## config.mk

```make
export PLATFORM = sky130hd
export DESIGN_NAME = mole_scheduler
export DESIGN_NICKNAME = d
export VERILOG_FILES = /design/src/rtl/mole_scheduler_pkg.sv /design/src/rtl/mole_scheduler_slot.sv /design/src/rtl/mole_scheduler.sv
export SDC_FILE = /design/constraint.sdc
export NUM_CORES = 1
export LEC_CHECK = 0
export CELL_PAD_IN_SITES_DETAIL_PLACEMENT = 1
export CELL_PAD_IN_SITES_GLOBAL_PLACEMENT = 2
export CORE_UTILIZATION = 41
export CTS_CLUSTER_SIZE = 40
export DETAILED_ROUTE_END_ITERATION = 7
export HOLD_SLACK_MARGIN = 0.02
export MAX_ROUTING_LAYER = met4
export PLACE_DENSITY_LB_ADDON = 0.1
export SLEW_MARGIN = 20
export SYNTH_ARGS = -nofsm -noshare
export SYNTH_HDL_FRONTEND = slang
export SYNTH_SLANG_ARGS = --single-unit
```

## constraint.sdc

```tcl
create_clock -name clk_500hz -period 10 [get_ports clk_500hz]
set_clock_uncertainty 0.1 [all_clocks]
set_input_delay 1 -clock clk_500hz [delete_from_list [all_inputs] [get_ports clk_500hz]]
set_output_delay 1 -clock clk_500hz [all_outputs]
set_load 0.02 [all_outputs]
```

## src/rtl/mole_scheduler_pkg.sv

```systemverilog
// Shared types and constants for the whack-a-mole round sequencer.
// Holds state encodings, widths, default timing and a popcount helper.
package mole_scheduler_pkg;

  typedef enum logic [1:0] {
    ST_IDLE  = 2'b00,
    ST_RUN   = 2'b01,
    ST_DRAIN = 2'b10
  } state_t;

  localparam int NUM_HOLES = 16;
  localparam int CNT_W     = 5;
  localparam int GAP_W     = 16;
  localparam int TIMER_W   = 16;

  localparam int DEF_MAX_MOLES    = 4;
  localparam int DEF_SPAWN_GAP    = 250;
  localparam int DEF_LIFETIME     = 750;
  localparam int DEF_GAP_MIN      = 50;
  localparam int DEF_GAP_STEP     = 25;
  localparam int DEF_SPEEDUP_HITS = 5;

  function automatic logic [CNT_W-1:0] popcount16(input logic [NUM_HOLES-1:0] v);
    logic [CNT_W-1:0] n;
    n = '0;
    for (int i = 0; i < NUM_HOLES; i++) n = n + CNT_W'(v[i]);
    return n;
  endfunction

endpackage

```

## src/rtl/mole_scheduler_slot.sv

```systemverilog
// One LED hole: lit bit plus lifetime countdown.
// Emits per-cycle hit/miss/expire events; clear forces the slot dark.
module mole_scheduler_slot
  import mole_scheduler_pkg::*;
#(
  parameter int LIFETIME = DEF_LIFETIME
) (
  input  logic clk,
  input  logic rst,
  input  logic clear,
  input  logic spawn,
  input  logic whack,
  output logic lit,
  output logic lit_next,
  output logic hit,
  output logic miss,
  output logic expire
);

  logic [TIMER_W-1:0] timer;

  // Hit beats expiry because expire requires no whack this cycle.
  always_comb begin
    hit      = lit && whack && !clear;
    miss     = !lit && whack && !clear;
    expire   = lit && !whack && (timer == '0) && !clear;
    lit_next = lit;
    if (clear)              lit_next = 1'b0;
    else if (spawn)         lit_next = 1'b1;
    else if (hit || expire) lit_next = 1'b0;
  end

  always_ff @(posedge clk) begin
    if (rst || clear) begin
      lit   <= 1'b0;
      timer <= '0;
    end else begin
      lit <= lit_next;
      if (spawn)                 timer <= TIMER_W'(LIFETIME - 1);
      else if (hit || expire)    timer <= '0;
      else if (lit && timer != '0) timer <= timer - TIMER_W'(1);
    end
  end

endmodule

```

## src/rtl/mole_scheduler.sv

```systemverilog
// Round sequencer: IDLE/RUN/DRAIN FSM, spawn gap counter, spawn qualification
// and per-cycle hit/miss/expire counts. Optional MOLE_SPEEDUP_EN shrinks the gap.
module mole_scheduler
  import mole_scheduler_pkg::*;
#(
  parameter int MAX_MOLES    = DEF_MAX_MOLES,
  parameter int SPAWN_GAP    = DEF_SPAWN_GAP,
  parameter int LIFETIME     = DEF_LIFETIME
`ifdef MOLE_SPEEDUP_EN
  ,
  parameter int GAP_MIN      = DEF_GAP_MIN,
  parameter int GAP_STEP     = DEF_GAP_STEP,
  parameter int SPEEDUP_HITS = DEF_SPEEDUP_HITS
`endif
) (
  input  logic        clk_500hz,
  input  logic        rst_game,
  input  logic        start,
  input  logic        stop,
  input  logic [3:0]  random,
  input  logic [15:0] switches,
  output logic        lfsr_enable,
  output logic [15:0] leds,
  output logic [4:0]  moles_active,
  output logic [4:0]  hits,
  output logic [4:0]  misses,
  output logic [4:0]  expires,
  output logic [1:0]  state
);

  state_t                state_q;
  logic [GAP_W-1:0]      gap_cnt;
  logic [GAP_W-1:0]      gap_reload;
  logic [NUM_HOLES-1:0]  sw_prev;
  logic [NUM_HOLES-1:0]  whack_vec;
  logic [NUM_HOLES-1:0]  spawn_vec;
  logic [NUM_HOLES-1:0]  lit_next_vec;
  logic [NUM_HOLES-1:0]  hit_vec;
  logic [NUM_HOLES-1:0]  miss_vec;
  logic [NUM_HOLES-1:0]  exp_vec;
  logic                  run;
  logic                  slot_clear;
  logic                  spawn_ok;

  localparam logic [CNT_W-1:0] MAX_C = CNT_W'(MAX_MOLES);

  assign state      = state_q;
  assign run        = (state_q == ST_RUN);
  assign whack_vec  = switches ^ sw_prev;
  assign slot_clear = !run || stop;

  // Cap uses the registered count; a same-cycle clear frees a slot only next cycle.
  assign spawn_ok  = run && !stop && (gap_cnt == '0) && !leds[random] &&
                     (moles_active < MAX_C) && !whack_vec[random];
  assign spawn_vec = spawn_ok ? (NUM_HOLES'(1) << random) : '0;

  for (genvar g = 0; g < NUM_HOLES; g++) begin : g_slot
    mole_scheduler_slot #(.LIFETIME(LIFETIME)) u_slot (
      .clk      (clk_500hz),
      .rst      (rst_game),
      .clear    (slot_clear),
      .spawn    (spawn_vec[g]),
      .whack    (whack_vec[g]),
      .lit      (leds[g]),
      .lit_next (lit_next_vec[g]),
      .hit      (hit_vec[g]),
      .miss     (miss_vec[g]),
      .expire   (exp_vec[g])
    );
  end

`ifdef MOLE_SPEEDUP_EN
  localparam int ACC_W = CNT_W + 1;
  logic [GAP_W-1:0] gap_eff;
  logic [CNT_W-1:0] hit_acc;
  logic [ACC_W-1:0] acc_sum;

  assign acc_sum    = {1'b0, hit_acc} + {1'b0, popcount16(hit_vec)};
  assign gap_reload = gap_eff - GAP_W'(1);

  always_ff @(posedge clk_500hz) begin
    if (rst_game || (state_q == ST_IDLE && start && !stop)) begin
      gap_eff <= GAP_W'(SPAWN_GAP);
      hit_acc <= '0;
    end else if (run && !stop) begin
      if (acc_sum >= ACC_W'(SPEEDUP_HITS)) begin
        hit_acc <= CNT_W'(acc_sum - ACC_W'(SPEEDUP_HITS));
        gap_eff <= (gap_eff >= GAP_W'(GAP_MIN + GAP_STEP)) ? gap_eff - GAP_W'(GAP_STEP)
                                                           : GAP_W'(GAP_MIN);
      end else begin
        hit_acc <= CNT_W'(acc_sum);
      end
    end
  end
`else
  assign gap_reload = GAP_W'(SPAWN_GAP - 1);
`endif

  always_ff @(posedge clk_500hz) begin
    if (rst_game) begin
      state_q      <= ST_IDLE;
      gap_cnt      <= '0;
      lfsr_enable  <= 1'b0;
      moles_active <= '0;
      hits         <= '0;
      misses       <= '0;
      expires      <= '0;
      sw_prev      <= switches;
    end else begin
      sw_prev      <= switches;
      moles_active <= popcount16(lit_next_vec);
      hits         <= popcount16(hit_vec);
      misses       <= popcount16(miss_vec);
      expires      <= popcount16(exp_vec);
      case (state_q)
        ST_IDLE: begin
          lfsr_enable <= 1'b0;
          if (start && !stop) begin
            state_q     <= ST_RUN;
            gap_cnt     <= GAP_W'(SPAWN_GAP - 1);
            lfsr_enable <= 1'b1;
          end
        end
        ST_RUN: begin
          if (stop) begin
            state_q     <= ST_DRAIN;
            lfsr_enable <= 1'b0;
          end else if (spawn_ok) begin
            gap_cnt <= gap_reload;
          end else if (gap_cnt != '0) begin
            gap_cnt <= gap_cnt - GAP_W'(1);
          end
        end
        default: begin
          state_q     <= ST_IDLE;
          lfsr_enable <= 1'b0;
        end
      endcase
    end
  end

endmodule
```

# Yosys cells after proc, flatten, opt, wreduce, memory -nomap -nowiden
# Cells that the tools add are included.
[op_classes]
muxes = 112
shifts = 1
order_cmp = 2
addsub = 77
eq_ne = 5
n_reduce_logical = 259
bitwise_logic = 1
[op_table]
columns = ["operator", "n"]
rows = [
  ["10-bit 2-to-1 mux", 48],
  ["16-bit logical NOT", 17],
  ["16-bit nonzero test", 17],
  ["16-bit by 1-bit subtractor with 16-bit output (second input constant)", 17],
  ["5-bit by 1-bit adder with 5-bit output", 44],
  ["1-bit logical AND", 134],
  ["16-bit 2-to-1 mux", 5],
  ["1-bit 2-to-1 mux", 52],
  ["3-bit nonzero test", 16],
  ["3-bit OR reduction", 16],
  ["1-bit logical NOT", 37],
  ["16-bit one-hot mux with 2 select lines", 1],
  ["4-bit by 1-bit adder with 5-bit output", 4],
  ["1-bit logical OR", 18],
  ["3-bit by 1-bit adder with 4-bit output", 4],
  ["1-bit by 4-bit << shifter with 16-bit output (first input constant)", 1],
  ["16-bit bitwise XOR", 1],
  ["2-bit by 1-bit adder with 3-bit output", 4],
  ["1-bit by 1-bit adder with 2-bit output", 4],
  ["1-bit binary-select mux with 4-bit select", 2],
  ["2-bit != test (second input constant)", 3],
  ["4-bit by 5-bit less-than comparator with 1-bit output (second input constant)", 1],
  ["5-bit by 3-bit less-than comparator with 1-bit output (second input constant)", 1],
  ["2-bit 2-to-1 mux", 2],
  ["other kinds (8)", 8],
]
[word_totals]
register_bits = 327
inputBits = 24

# Longest topological paths before layout
[depth]
word_depth = 24
depth_mapped = 21

# Modules after synthesis
# From an unflattened synthesis, not the netlist that was laid out.
[hier_totals]
hier_cells = 2452
hier_area_um2 = 20519.7
[modules_own_cells]
columns = ["module", "instances", "area_per_inst_um2", "cells_each", "seq_area_each_um2"]
rows = [
  ["mole_scheduler_slot (g_slot[0].u_slot ...)", 14, 1028.5, 126, 340.3],
  ["mole_scheduler", 1, 3945.0, 429, 1101.1],
  ["mole_scheduler_slot (g_slot[1].u_slot)", 1, 1092.3, 127, 340.3],
  ["mole_scheduler_slot (g_slot[9].u_slot)", 1, 1083.5, 132, 340.3],
]

# Worst setup path before layout
# OpenSTA, ideal clock, no wires.
[synth_path]
path_kind = "input port to flip-flop"
from = "input port random[0]"
to = "register moles_active[4]"
cell_stages = 17
n_path_buf = 2
t_arrival_ns = 5.581
slack_ns = 4.187
path_cell_list = "buf_2 -> and2_0 -> clkbuf_1 -> o21ai_0 -> o311ai_0 -> o31ai_4 -> o2111ai_2 -> and2_1 -> fa_1 -> fa_1 -> fa_1 -> inv_1 -> fa_1 -> ha_1 -> fa_1 -> a21oi_1 -> nor3b_1"
[synth_between]
elab_chain_len = 24
word_cells_on_any_way = 58
classes_between = "add/sub: 15; shift: 1; mux: 37; reduce/logical: 5"
[synth_lines]
columns = ["element", "line", "source"]
rows = [
  ["from (decl)", "mole_scheduler.sv:20", "input logic [3:0] random,"],
  ["1-bit binary-select mux with 4-bit select", "mole_scheduler.sv:53", "assign spawn_ok = run && !stop && (gap_cnt == '0) && !leds[random] &&"],
  ["1-bit 2-to-1 mux (not written as such)", "mole_scheduler.sv:53", ""],
  ["1-bit logical NOT", "mole_scheduler.sv:53", ""],
  ["1-bit logical AND (2 in a row)", "mole_scheduler.sv:53", ""],
  ["1-bit logical AND", "mole_scheduler.sv:54", "(moles_active < MAX_C) && !whack_vec[random];"],
  ["16-bit 2-to-1 mux *", "mole_scheduler.sv:55", "assign spawn_vec = spawn_ok ? (NUM_HOLES'(1) << random) : '0;"],
  ["1-bit 2-to-1 mux", "mole_scheduler_slot.sv:29", "else if (spawn) lit_next = 1'b1;"],
  ["1-bit 2-to-1 mux", "mole_scheduler_slot.sv:28", "if (clear) lit_next = 1'b0;"],
  ["1-bit by 1-bit adder with 2-bit output", "mole_scheduler_pkg.sv:26", "for (int i = 0; i < NUM_HOLES; i++) n = n + CNT_W'(v[i]);"],
  ["2-bit by 1-bit adder with 3-bit output", "mole_scheduler_pkg.sv:26", ""],
  ["3-bit by 1-bit adder with 4-bit output", "mole_scheduler_pkg.sv:26", ""],
  ["4-bit by 1-bit adder with 5-bit output", "mole_scheduler_pkg.sv:26", ""],
  ["5-bit by 1-bit adder with 5-bit output (10 in a row)", "mole_scheduler_pkg.sv:26", ""],
  ["5-bit by 1-bit adder with 5-bit output *", "mole_scheduler_pkg.sv:26", ""],
  ["to (signal assigned)", "mole_scheduler.sv:111", "moles_active <= popcount16(lit_next_vec);"],
  ["to (decl)", "mole_scheduler.sv:24", "output logic [4:0] moles_active,"],
]
# Mark *: on every way between the ends. The rest lies on a longest branch, timed or not. The select of a mux whose other input is x is not followed.
# A chain may end at the register's enable or synchronous reset.

# Final worst setup path
# Ends and elaborated chain as after synthesis.

==> run_results.csv <==
group,metric,value,unit
run_status,status,"finished clean",
logic_synthesis,synth_fp_nets,2234,
routing,num_vias,15214,
logic_synthesis,ys.flop_type,"dfxtp_1",
global_routing,grt_antenna_before_repair,2,
global_routing,grt.total_usage,23.5,%
sta,fin_setup_tns,0,ns
setup_path,path_buf_inv,2,
sta,fmax,153,MHz
routing,viasPerCell,5.56,
logic_synthesis,synth.distinct_cells,79,
setup_path,critPathMaxStageDelay,0.76,ns
min_path,hp-start,"g_slot[3].u_slot.timer[3]",
logic_synthesis,avgSynthCellArea,8.25,sq um
layout,area_growth,13.6,%
sta,final-setup-viol-count,0,
logic_synthesis,yosys_warnings,0,
power,cellPowerDensity,148,nW/um^2
routing,drt-pass1-iter-count,4,
routing,drc,0,
layout,fin_nets,2268,
sta,rsz0062_at_grt,"false",
clocking,postCtsResizedCells,0,
power,vdd_drop_max,0.115,mV
setup_path,required,10.33,ns
sta,slew_viol_final,0,
setup_path,critPathLaunch,"random[0]",
power,leakagePower,7.30,nW
floorplan,core,42100,sq um
setup_path,cp_max_fo,17,
placed_design,place.gp.congestion,0.865,
logic_synthesis,synth_seq_cells,327,
floorplan,die_y,209,um
floorplan,rows,75,
floorplan,die-area,43700,sq um
setup_path,worstPathCellList,"clkdlybuf4s50_1 > and2_0 > o21ai_0 > o311ai_0 > o31ai_4 > o2111ai_2 > and2_1 > fa_1 > fa_1 > fa_1 > inv_1 > fa_1 > ha_1 > fa_1 > a21oi_1 > nor3b_1",
global_routing,gr-total-overflow,0,
clocking,root_buffer,"clkbuf_16",
clocking,cts_htree_levels,2,
routing,antenna_left,0,
clocking,post_cts_buffers,0,
logic_synthesis,synthCells,2130,
floorplan,start_util,41.7,%
setup_path,cp_top_family,"adder cells",
clocking,clk_path_buf_depth,3,
logic_synthesis,mappedNetlistArea,17600,sq um
clocking,cts_tree,"done",
sta,maxSlewHeadroom,31.4,%
run,drv_cap,0,
routing,avgRoutedWirePerCell,18.0,um
setup_path,cp-start-kind,"input pin",
global_routing,grt_max_degree,56,
setup_path,cpMaxStageDelayCell,"clkdlybuf4s50_1",
logic_synthesis,async_flop_share,0,%
setup_path,cp_common_cell,"fa_1",
clocking,clkTransAtPathRegs,0.06,ns
logic_synthesis,ys_seq_area_share,37.3,%
clocking,clock_sinks,327,
floorplan,pin_count,63,
min_path,hold_path.class,"register to register",
clocking,numCtsBuffers,41,
placed_design,dp_hpwl,35900,um
sta,report.final.hold_viol_count,0,
setup_path,end_kind,"register",
layout,fin_util,47.3,%
global_routing,grt_pass1_wl,81400,um
layout,drive_gt1_share,6.05,%
logic_synthesis,synth-edff-count,0,
setup_path,cp.arrival,6.86,ns
setup_path,r2r_start,"gap_cnt[7]",
clocking,cts_hold_buf,0,
placed_design,io_buffers,62,
setup_path,path_class,"input pin to register",
routing,routed_wl,49300,um
floorplan,die_x,209,um
clocking,clk-insertion-delay-late,0.56,ns
global_routing,grt_pass1_vias,15604,
sta,post-route-min-period,6.53,ns
sta,worstMarginPinSlew,1.02,ns
routing,drt-initial-drc-count,656,
sta,min_period_over_period,65.3,%
path summary, 6_finish.rpt:
path	endpoint	slack (ns)	cells past startpoint
max	moles_active[4]	3.47	16
min	g_slot[3].u_slot.timer[3]	0.40	2
max reg2reg	moles_active[4]	4.07	15
min reg2reg	g_slot[3].u_slot.timer[3]	0.40	2
metal layers:
metal	part of all wire (%)	routed length (um)	track usage (%)
met1	48	23500	30.0
met2	46	22800	37.9
met4	2.9	1420	8.80
met5	0	0	-
met3	3.1	1520	3.28
area by class of cell:
type | count | area (sq um)
fillers | 5034 | 22200
multi-input cells | 1615 | 10200
flip-flops and latches | 327 | 6550
clock buffers | 66 | 1280
repair buffers | 70 | 681
well taps | 539 | 674
inverters | 109 | 409
clock inverters | 10 | 108
diodes | 2 | 5.00
metrics by stage:
| stage | hold WS, ns | instance area (sq um) | std cells | worst slack, ns | total power [mW] |
|---|---|---|---|---|---|
| floorplan | 0.366 | 17600 | 2130 | 4.19 | 1.42 |
| global placement | 0.384 | 18600 | 2660 | 3.09 | 1.46 |
| detailed placement | 0.392 | 18600 | 2660 | 2.95 | 1.47 |
| CTS | 0.405 | 19900 | 2736 | 3.54 | 3.00 |
| global route | 0.431 | 19900 | 2738 | 3.25 | 3.06 |
| finish | 0.405 | 19900 | 2738 | 3.47 | 2.95 |
cells in the final DEF, fill, tap and decap left out, types with 49 or more instances in the layout:
master	synthesis	final
inv_1	109	109
dfxtp_1	327	327
nor2_1	306	305
nor3_1	136	136
clkdlybuf4s50_1	0	62
nand2_1	110	109
xor2_1	63	63
xnor2_1	95	95
o21ai_0	103	103
nand3_1	49	49
a21oi_1	201	201
registers in the layout, indices dropped and copies added, names as in the netlist:
signal / cells
gap_cnt: 16
misses: 5
expires: 5
moles_active: 5
hits: 5
g_slot.u_slot.lit: 16
state: 2
g_slot.u_slot.timer: 256
lfsr_enable: 1
sw_prev: 16
worst register-to-register path: stages (launching register included):
cell and delay [ns]:
dfxtp_1 0.36, or4_4 0.58, nor4_4 0.42, nand4_2 0.25, a2111oi_4 0.44, nand3_2 0.31
and2_1 0.31, fa_1 0.59, fa_1 0.47, fa_1 0.54, inv_1 0.05, fa_1 0.49
ha_1 0.25, fa_1 0.41, a21oi_1 0.17, nor3b_1 0.07
cells by family after synthesis:
| logic type | synth area share (%) |
|---|---|
| XOR/XNOR | 7.88 |
| AND/OR/NAND/NOR | 26.8 |
| flip-flops | 37.3 |
| adder cells (fa/ha/maj) | 7.41 |
| multiplexers | 0.563 |
| AO/OA/AOI/OAI | 15.5 |
| buffers and inverters | 4.52 |
Yosys cell counts (13+ instances only):
cell / n / area [sq um]
dfxtp_1: 327 / 6550
nor2_1: 306 / 1150
a21oi_1: 201 / 1010
nor3_1: 136 / 681
nand2_1: 110 / 413
inv_1: 109 / 409
o21ai_0: 103 / 515
xnor2_1: 95 / 832
xor2_1: 63 / 552
nand3_1: 49 / 245
or3_1: 45 / 282
clkbuf_1: 43 / 161
nor4_1: 43 / 269
fa_1: 40 / 801
ha_1: 40 / 500
or4_1: 36 / 270
nor3b_1: 32 / 240
a31oi_1: 23 / 144
nand2b_1: 22 / 138
nor2b_1: 22 / 138
o21a_1: 18 / 135
buf_4: 17 / 128
nand3b_1: 17 / 128
or2_2: 17 / 106
and3_1: 15 / 93.8
o211ai_1: 14 / 105
a211oi_1: 13 / 97.6
a21o_1: 13 / 97.6
buf_2: 13 / 65.1
nand4_1: 13 / 81.3
power by group:
group,switching (mW),total (mW),internal (mW)
logic,0.0804,0.121,0.0402
clock network,0.582,1.51,0.929
registers,0.00681,1.32,1.31
Note: power is estimated with default switching activity, not from simulation.
